$ cat config.mk
export PLATFORM = sky130hd
export DESIGN_NAME = dac_spi_cfg_seq_flat
export DESIGN_NICKNAME = d
export VERILOG_FILES = /design/src/rtl/dac_spi_cfg_seq_if.sv /design/src/rtl/dac_spi_cfg_seq.sv /design/src/flat_wrapper.sv
export SDC_FILE = /design/constraint.sdc
export NUM_CORES = 1
export LEC_CHECK = 0
export BUFFER_PORTS_ARGS = -buffer_cell sky130_fd_sc_hd__buf_2
export CORE_AREA = 2 2 66 100
export CTS_CLUSTER_DIAMETER = 150
export DETAILED_ROUTE_END_ITERATION = 12
export DIE_AREA = 0 0 68 102
export HOLD_SLACK_MARGIN = 0.15
export PLACE_DENSITY_LB_ADDON = 0.25
export SYNTH_ARGS = -nofsm -noshare
export SYNTH_HDL_FRONTEND = slang
export SYNTH_SLANG_ARGS = --single-unit
$ cat constraint.sdc
create_clock -name DAC_CLK_120M -period 2.6 [get_ports DAC_CLK_120M]
set_input_delay 0.13 -clock DAC_CLK_120M [delete_from_list [all_inputs] [get_ports DAC_CLK_120M]]
set_output_delay 0.13 -clock DAC_CLK_120M [all_outputs]
set_load 0.1 [all_outputs]
$ cat src/rtl/dac_spi_cfg_seq_if.sv
// Table-read and 4-wire SPI bus between the DAC configuration sequencer and its peers.
//   TBL_IDX  : table read index (sequencer -> table)
//   TBL_WORD : table entry, registered one cycle after TBL_IDX (table -> sequencer)
//   SPI_CSN  : chip select, active low (sequencer -> DAC)
//   SPI_SCLK : serial clock, idle low (sequencer -> DAC)
//   SPI_SDIO : serial data to the DAC, MSB first (sequencer -> DAC)
//   SPI_SDO  : serial data from the DAC (DAC -> sequencer)
interface dac_spi_cfg_seq_if #(
  parameter int unsigned IDX_W = 5
);
  logic [IDX_W-1:0] TBL_IDX;
  logic [15:0]      TBL_WORD;
  logic             SPI_CSN;
  logic             SPI_SCLK;
  logic             SPI_SDIO;
  logic             SPI_SDO;

  modport master (
    output TBL_IDX, SPI_CSN, SPI_SCLK, SPI_SDIO,
    input  TBL_WORD, SPI_SDO
  );

  modport slave (
    input  TBL_IDX, SPI_CSN, SPI_SCLK, SPI_SDIO,
    output TBL_WORD, SPI_SDO
  );
endinterface

$ cat src/rtl/dac_spi_cfg_seq.sv
// DAC register configuration sequencer: on a rising edge of dac_set it walks an
// external table of N_REGS entries, writes each one over SPI and optionally reads
// it back to verify, retrying up to MAX_RETRY times before flagging an error.
//   DAC_CLK_120M : clock, all logic on posedge
//   SYS_RST      : asynchronous active-high reset
//   dac_set      : start request (rising edge)
//   bus          : table read port and SPI pins (master side)
//   CFG_BUSY     : sequence in progress
//   CFG_DONE     : sticky, all entries written/verified
//   CFG_ERR      : sticky, verify failed after retries
//   ERR_IDX      : failing entry index, valid while CFG_ERR=1
module dac_spi_cfg_seq #(
  parameter int unsigned N_REGS    = 16,
  parameter int unsigned IDX_W     = 5,
  parameter int unsigned CLK_DIV   = 4,
  parameter int unsigned GAP_CYC   = 8,
  parameter int unsigned MAX_RETRY = 2
) (
  input  logic                 DAC_CLK_120M,
  input  logic                 SYS_RST,
  input  logic                 dac_set,
  dac_spi_cfg_seq_if.master    bus,
  output logic                 CFG_BUSY,
  output logic                 CFG_DONE,
  output logic                 CFG_ERR,
  output logic [IDX_W-1:0]     ERR_IDX
);

  localparam int unsigned CNT_MAX = (CLK_DIV > GAP_CYC) ? CLK_DIV : GAP_CYC;
  localparam int unsigned CNT_W   = $clog2(CNT_MAX);
  localparam int unsigned SEG_W   = 6;
  localparam int unsigned RTY_W   = (MAX_RETRY > 0) ? $clog2(MAX_RETRY + 1) : 1;

  localparam logic [CNT_W-1:0] DIV_LAST = CNT_W'(CLK_DIV - 1);
  localparam logic [CNT_W-1:0] GAP_LAST = CNT_W'(GAP_CYC - 1);
  localparam logic [IDX_W-1:0] LAST_IDX = IDX_W'(N_REGS - 1);
  localparam logic [RTY_W-1:0] RTY_MAX  = RTY_W'(MAX_RETRY);
  // Segment 0 = setup, 1..32 = SCLK half periods (odd low, even high), 33 = hold.
  localparam logic [SEG_W-1:0] SEG_HOLD = SEG_W'(33);
  localparam logic [SEG_W-1:0] SEG_LAST_HALF = SEG_W'(32);

  typedef enum logic [3:0] {
    S_IDLE, S_FETCH, S_WR, S_GAP_W, S_RD, S_GAP_R, S_CHECK, S_NEXT, S_DONE, S_ERROR
  } state_t;

  state_t           state, state_nxt;
  logic [CNT_W-1:0] cnt, cnt_nxt;
  logic [SEG_W-1:0] seg, seg_nxt;
  logic [RTY_W-1:0] retry, retry_nxt;
  logic             dac_set_d;
  logic             ent_vfy, ent_vfy_nxt;
  logic [6:0]       ent_addr, ent_addr_nxt;
  logic [7:0]       ent_data, ent_data_nxt;
  logic [7:0]       rd_sh, rd_sh_nxt;
  logic [IDX_W-1:0] tbl_idx, tbl_idx_nxt;
  logic             csn, csn_nxt;
  logic             sclk, sclk_nxt;
  logic             sdio, sdio_nxt;
  logic             busy, busy_nxt;
  logic             done, done_nxt;
  logic             err, err_nxt;
  logic [IDX_W-1:0] err_idx, err_idx_nxt;

  logic             start_c;
  logic             is_rd_c;
  logic [15:0]      frame_c;
  logic [SEG_W-1:0] seg_inc_c;
  logic [3:0]       bit_c;

  assign start_c   = dac_set & ~dac_set_d;
  assign is_rd_c   = (state == S_RD);
  assign frame_c   = {is_rd_c, ent_addr, is_rd_c ? 8'h00 : ent_data};
  assign seg_inc_c = seg + SEG_W'(1);
  assign bit_c     = 4'((seg_inc_c - SEG_W'(1)) >> 1);

  // Next-state and next-output logic.
  always_comb begin
    state_nxt    = state;
    cnt_nxt      = cnt;
    seg_nxt      = seg;
    retry_nxt    = retry;
    ent_vfy_nxt  = ent_vfy;
    ent_addr_nxt = ent_addr;
    ent_data_nxt = ent_data;
    rd_sh_nxt    = rd_sh;
    tbl_idx_nxt  = tbl_idx;
    csn_nxt      = csn;
    sclk_nxt     = sclk;
    sdio_nxt     = sdio;
    busy_nxt     = busy;
    done_nxt     = done;
    err_nxt      = err;
    err_idx_nxt  = err_idx;

    case (state)
      S_IDLE, S_DONE, S_ERROR: begin
        if (start_c) begin
          state_nxt   = S_FETCH;
          cnt_nxt     = '0;
          retry_nxt   = '0;
          tbl_idx_nxt = '0;
          busy_nxt    = 1'b1;
          done_nxt    = 1'b0;
          err_nxt     = 1'b0;
        end
      end

      // First cycle lets the table register the new index; the word is captured on the second.
      S_FETCH: begin
        if (cnt == '0) begin
          cnt_nxt = CNT_W'(1);
        end else begin
          ent_vfy_nxt  = bus.TBL_WORD[15];
          ent_addr_nxt = bus.TBL_WORD[14:8];
          ent_data_nxt = bus.TBL_WORD[7:0];
          state_nxt    = S_WR;
          cnt_nxt      = '0;
          seg_nxt      = '0;
          csn_nxt      = 1'b0;
          sclk_nxt     = 1'b0;
          sdio_nxt     = 1'b0;
        end
      end

      // Frame engine: each segment lasts CLK_DIV cycles.
      S_WR, S_RD: begin
        if (cnt != DIV_LAST) begin
          cnt_nxt = cnt + CNT_W'(1);
        end else begin
          cnt_nxt = '0;
          if (seg == SEG_HOLD) begin
            state_nxt = is_rd_c ? S_GAP_R : S_GAP_W;
            seg_nxt   = '0;
            csn_nxt   = 1'b1;
            sclk_nxt  = 1'b0;
            sdio_nxt  = 1'b0;
          end else begin
            seg_nxt  = seg_inc_c;
            sclk_nxt = (seg_inc_c <= SEG_LAST_HALF) && !seg_inc_c[0];
            if (seg_inc_c[0] && (seg_inc_c < SEG_LAST_HALF)) begin
              sdio_nxt = frame_c[4'd15 - bit_c];
            end
            // Capture read data on the edge that raises SCLK for bits 7..0.
            if (is_rd_c && !seg_inc_c[0] && (seg_inc_c <= SEG_LAST_HALF) && (bit_c >= 4'd8)) begin
              rd_sh_nxt = {rd_sh[6:0], bus.SPI_SDO};
            end
          end
        end
      end

      S_GAP_W: begin
        if (cnt != GAP_LAST) begin
          cnt_nxt = cnt + CNT_W'(1);
        end else begin
          cnt_nxt = '0;
          if (ent_vfy) begin
            state_nxt = S_RD;
            seg_nxt   = '0;
            csn_nxt   = 1'b0;
            sclk_nxt  = 1'b0;
            sdio_nxt  = 1'b1;
          end else begin
            state_nxt = S_NEXT;
          end
        end
      end

      S_GAP_R: begin
        if (cnt != GAP_LAST) begin
          cnt_nxt = cnt + CNT_W'(1);
        end else begin
          cnt_nxt   = '0;
          state_nxt = S_CHECK;
        end
      end

      // Retry reuses the latched entry without a re-fetch.
      S_CHECK: begin
        if (rd_sh == ent_data) begin
          state_nxt = S_NEXT;
        end else if (retry < RTY_MAX) begin
          retry_nxt = retry + RTY_W'(1);
          state_nxt = S_WR;
          cnt_nxt   = '0;
          seg_nxt   = '0;
          csn_nxt   = 1'b0;
          sclk_nxt  = 1'b0;
          sdio_nxt  = 1'b0;
        end else begin
          state_nxt   = S_ERROR;
          err_nxt     = 1'b1;
          err_idx_nxt = tbl_idx;
          busy_nxt    = 1'b0;
        end
      end

      S_NEXT: begin
        retry_nxt = '0;
        if (tbl_idx == LAST_IDX) begin
          state_nxt = S_DONE;
          done_nxt  = 1'b1;
          busy_nxt  = 1'b0;
        end else begin
          tbl_idx_nxt = tbl_idx + IDX_W'(1);
          cnt_nxt     = '0;
          state_nxt   = S_FETCH;
        end
      end

      default: state_nxt = S_IDLE;
    endcase
  end

  // State and output registers.
  always_ff @(posedge DAC_CLK_120M or posedge SYS_RST) begin
    if (SYS_RST) begin
      state     <= S_IDLE;
      cnt       <= '0;
      seg       <= '0;
      retry     <= '0;
      dac_set_d <= 1'b0;
      ent_vfy   <= 1'b0;
      ent_addr  <= '0;
      ent_data  <= '0;
      rd_sh     <= '0;
      tbl_idx   <= '0;
      csn       <= 1'b1;
      sclk      <= 1'b0;
      sdio      <= 1'b0;
      busy      <= 1'b0;
      done      <= 1'b0;
      err       <= 1'b0;
      err_idx   <= '0;
    end else begin
      state     <= state_nxt;
      cnt       <= cnt_nxt;
      seg       <= seg_nxt;
      retry     <= retry_nxt;
      dac_set_d <= dac_set;
      ent_vfy   <= ent_vfy_nxt;
      ent_addr  <= ent_addr_nxt;
      ent_data  <= ent_data_nxt;
      rd_sh     <= rd_sh_nxt;
      tbl_idx   <= tbl_idx_nxt;
      csn       <= csn_nxt;
      sclk      <= sclk_nxt;
      sdio      <= sdio_nxt;
      busy      <= busy_nxt;
      done      <= done_nxt;
      err       <= err_nxt;
      err_idx   <= err_idx_nxt;
    end
  end

  assign bus.TBL_IDX  = tbl_idx;
  assign bus.SPI_CSN  = csn;
  assign bus.SPI_SCLK = sclk;
  assign bus.SPI_SDIO = sdio;
  assign CFG_BUSY     = busy;
  assign CFG_DONE     = done;
  assign CFG_ERR      = err;
  assign ERR_IDX      = err_idx;

endmodule

$ cat src/flat_wrapper.sv
// flat-port wrapper written by rule: the top's interface ports become plain ports
module dac_spi_cfg_seq_flat 
#(
  parameter int unsigned N_REGS    = 16,
  parameter int unsigned IDX_W     = 5,
  parameter int unsigned CLK_DIV   = 4,
  parameter int unsigned GAP_CYC   = 8,
  parameter int unsigned MAX_RETRY = 2
)
  (DAC_CLK_120M, SYS_RST, dac_set, CFG_BUSY, CFG_DONE, CFG_ERR, ERR_IDX, bus_TBL_IDX, bus_SPI_CSN, bus_SPI_SCLK, bus_SPI_SDIO, bus_TBL_WORD, bus_SPI_SDO);
  dac_spi_cfg_seq_if #(.IDX_W(IDX_W)) bus_i ();
  input  logic DAC_CLK_120M;
  input  logic SYS_RST;
  input  logic dac_set;
  output logic CFG_BUSY;
  output logic CFG_DONE;
  output logic CFG_ERR;
  output logic [IDX_W-1:0] ERR_IDX;
  output wire logic [$bits(bus_i.TBL_IDX)-1:0] bus_TBL_IDX;
  output wire logic [$bits(bus_i.SPI_CSN)-1:0] bus_SPI_CSN;
  output wire logic [$bits(bus_i.SPI_SCLK)-1:0] bus_SPI_SCLK;
  output wire logic [$bits(bus_i.SPI_SDIO)-1:0] bus_SPI_SDIO;
  input wire logic [$bits(bus_i.TBL_WORD)-1:0] bus_TBL_WORD;
  input wire logic [$bits(bus_i.SPI_SDO)-1:0] bus_SPI_SDO;
  assign bus_TBL_IDX = bus_i.TBL_IDX;
  assign bus_SPI_CSN = bus_i.SPI_CSN;
  assign bus_SPI_SCLK = bus_i.SPI_SCLK;
  assign bus_SPI_SDIO = bus_i.SPI_SDIO;
  assign bus_i.TBL_WORD = bus_TBL_WORD;
  assign bus_i.SPI_SDO = bus_SPI_SDO;
  dac_spi_cfg_seq #(.N_REGS(N_REGS), .IDX_W(IDX_W), .CLK_DIV(CLK_DIV), .GAP_CYC(GAP_CYC), .MAX_RETRY(MAX_RETRY)) u_core (.DAC_CLK_120M(DAC_CLK_120M), .SYS_RST(SYS_RST), .dac_set(dac_set), .bus(bus_i), .CFG_BUSY(CFG_BUSY), .CFG_DONE(CFG_DONE), .CFG_ERR(CFG_ERR), .ERR_IDX(ERR_IDX));
endmodule
==> impl_results.md <==
* Sink Count at 56
* Die height at 102 um
* Post-synth ARST share at 100%
* DP Cell Count at 409
* F_max at 384 MHz
* Mapped Area at 3140 sq um
* HPWL after DPL at 4880 um
* Syn nets at 329
* Vias in the first global route at 2,462
* Yosys cell types at 55
* # diodes at 0
* Total power at 3.90 mW
* Sequential element share of the synthesized area at 44.7%
* Final hold slack at 474 ps
* Largest net degree at the start of global routing at 57
* CP required at 2800 ps
* Die Wd at 68 um
* Crit Path Max Fanout at 4
* Setup Viol. Count Final at 1
* Yosys warnings at 0
* Die area at 6940 sq um
* Initial Util at 51.9%
* P&R area growth vs syn at 20.2%
* Nets@finish at 392
* DR vias at 2,504
* Fraction of final layout cells sized beyond drive strength 1 at 27.3%
* Row cnt at 35
* Status: complete, but fails checks
* Worst slew pin tran at 689 ps
* CTS buffer count at 5
* Max clock buf depth at 2
* Drt pass-1 iters at 4
* DRC Markers at 0
* Initial antenna violation count at 0
* CP endpoint kind: register
* CP arrival at 2800 ps
* Crit-path cells: buf_4 > ha_1 > xor2_1 > xnor2_2 > mux4_2 > mux2_4 > and3_4 > o32a_1
* Worst Reg-to-Reg Cells at 8
* Total global routing overflow at 0
* DRT iter0 DRCs at 113
* P_leak at 1.78 nW
* Peak VDD IR at 1.03 mV
* Final setup TNS at -4.04 ps
* Post-synthesis register bit count at 56
* Max-cap violations at 0
* Root Buffer: clkbuf_8
* Number of stages on the worst hold path at 2
* Syn_area_per_cell at 10.5 sq um
* CP Launch Type: register
* PD cells at 1030 nW/um^2
* # H-tree levels at 2
* Fin cells at 437
* Buffers on Ports at 35
* Hold crit path type: in2reg
* Drt wl/cell at 15.8 um
* Routability cong. at 0.898
* I/O pin cnt at 36
* Final core occ at 62.5%
* Endpoints failing hold at 0
* Synth Flop Type: dfrtp_1
* Post-Syn Instances at 299
* DR vias/cell at 5.73
* Max-slew violation count at 0
* First-pass GRT wire length at 11,200 um
* Core area at 6040 sq um
* Clk Latency, worst-skew pair at 300 ps
* Final worst clock skew at 6.02 ps
* Wirelength, routed at 6910 um
* Failing checks: setup timing
* Final antenna-violating net count at 0
* Max incr delay on CP at 520 ps
* EDFF count, synth at 0
* Period minus WS final at 2600 ps
* Final period utilization at 100%
* Reg clk slew, reported paths at 100 ps
* Max-slew headroom at 54.1%
* Setup ws final at -4.04 ps
* Worst path buffer plus inverter count at 1
* Total track usage at 21.2%
* Slowest stage cell, crit path: mux4_2
* Setup CP Type: reg2reg
* CP top delay family: multiplexers
* CTS tree: yes
* WP depth at 8
cell usage in the layout, fill, tap and decap left out, drive strengths merged, types with 8 or more instances in the layout:
cell	n
nor2	22
nand2	23
xor2	11
ha	10
a21oi	10
mux2	30
o21ai	16
nand3	8
buf	51
inv	18
dlygate4sd3	19
dfrtp	55
worst reg2reg max path, delay by kind of cell, from the launching register on:
family | cells | cell delay (ps)
AO/OA/AOI/OAI | 1 | 290
XOR/XNOR | 2 | 470
adder cells (fa/ha/maj) | 1 | 230
buffers and inverters | 1 | 150
flip-flops | 1 | 400
multiplexers | 2 | 790
AND/OR/NAND/NOR | 1 | 170
stage by stage:
stage,worst slack [ps],area (sq um)
CTS,39.3,3750
global route,-79.2,3770
finish,-4.04,3770
global placement,129,3460
floorplan,26.6,3150
detailed placement,1.60,3460
sequential cells by signal (all words and copies together), names as in the netlist, 2 cells and up:
register and flops:
u_core.ERR_IDX 5, u_core.bus.TBL_IDX 5, u_core.cnt 3, u_core.ent_addr 7, u_core.ent_data 8, u_core.rd_sh 8
u_core.retry 2, u_core.seg 6, u_core.state 4
path summary, 6_finish.rpt:
kind	from	endpoint	slack, ps
setup / recovery	u_core.seg[1]	u_core.bus.SPI_SDIO	-4
hold / removal	dac_set	u_core.dac_set_d	470
setup reg to reg	u_core.seg[1]	u_core.bus.SPI_SDIO	-4
hold reg to reg	u_core.bus.SPI_SCLK	u_core.bus.SPI_SCLK	490
max in group asynchronous	SYS_RST	u_core.rd_sh[0]	1590
min in group asynchronous	SYS_RST	u_core.state[1]	570
synthesized netlist by cell type, types with 2 or more instances:
library cell,n,area share [%]
nor4_1,5,1.0
o32a_1,2,0.64
nand2_1,23,2.8
a211o_1,3,0.84
or3_1,2,0.40
inv_1,17,2.0
a22o_1,3,0.84
dfrtp_1,55,44
a21oi_1,10,1.6
xor2_1,11,3.1
o31ai_1,6,1.4
o2bb2ai_1,2,0.56
nor3_1,4,0.64
a221o_1,2,0.64
a31oi_1,5,1.0
nand3_1,8,1.3
clkbuf_1,8,0.96
mux2i_1,2,0.64
mux4_1,3,2.5
nand4_1,2,0.40
and3_1,3,0.60
nor2_1,22,2.6
nand3b_1,2,0.48
and2_1,3,0.60
o21ai_0,16,2.6
xnor2_1,2,0.56
buf_2,5,0.80
nand2b_1,5,1.0
mux2_2,29,10
ha_1,10,4.0
o211ai_1,2,0.48
nor2b_1,4,0.80
logic make-up (layout without fill, tap and decap cells):
kind of cell               after synthesis  after routing  share of synthesized area (%)
and+or+nand+nor                         92             92                           15.6
AOI/OAI and AO/OA                       61             61                           13.2
DFF                                     56             56                           44.7
muxes                                   36             36                           14.7
buffers and inverters                   31             95                           4.14
xor gates and xnor gates                13             13                           3.63
adders and majority gates               10             10                           3.99
cell type report:
cell class,count,area (sq um)
clock inverter,2,13.8
multi-input combinational,212,1630
sequential,56,1400
timing repair buffer,70,485
clock buffer,6,82.6
inverter,17,63.8
tap,74,92.6
fill,514,2270
per-layer routing:
metal / global-route usage [%] / up-vias / wire length [um]
li1: - / 1202 / -
met1: 26.0 / 1231 / 2880
met2: 36.5 / 56 / 3670
met3: 2.64 / 15 / 193
met4: 9.23 / 0 / 170
met5: 0 / - / 0
what timing repair did:
item	in CTS	in global routing
buffers inserted	1	0
hold buffers	19	0
gates resized for setup	0	2
endpoints found under the setup margin	1	1
endpoints found under the hold margin	73	0
pin swaps	0	0
where the power goes:
part | internal, mW | switching [mW] | leakage (nW) | total [mW]
sequential | 1.12 | 0.261 | 0.722 | 1.38
clock | 0.219 | 0.284 | 0.0516 | 0.503
combinational | 0.819 | 1.19 | 1.01 | 2.01
Power figures use the tool's default switching activity.
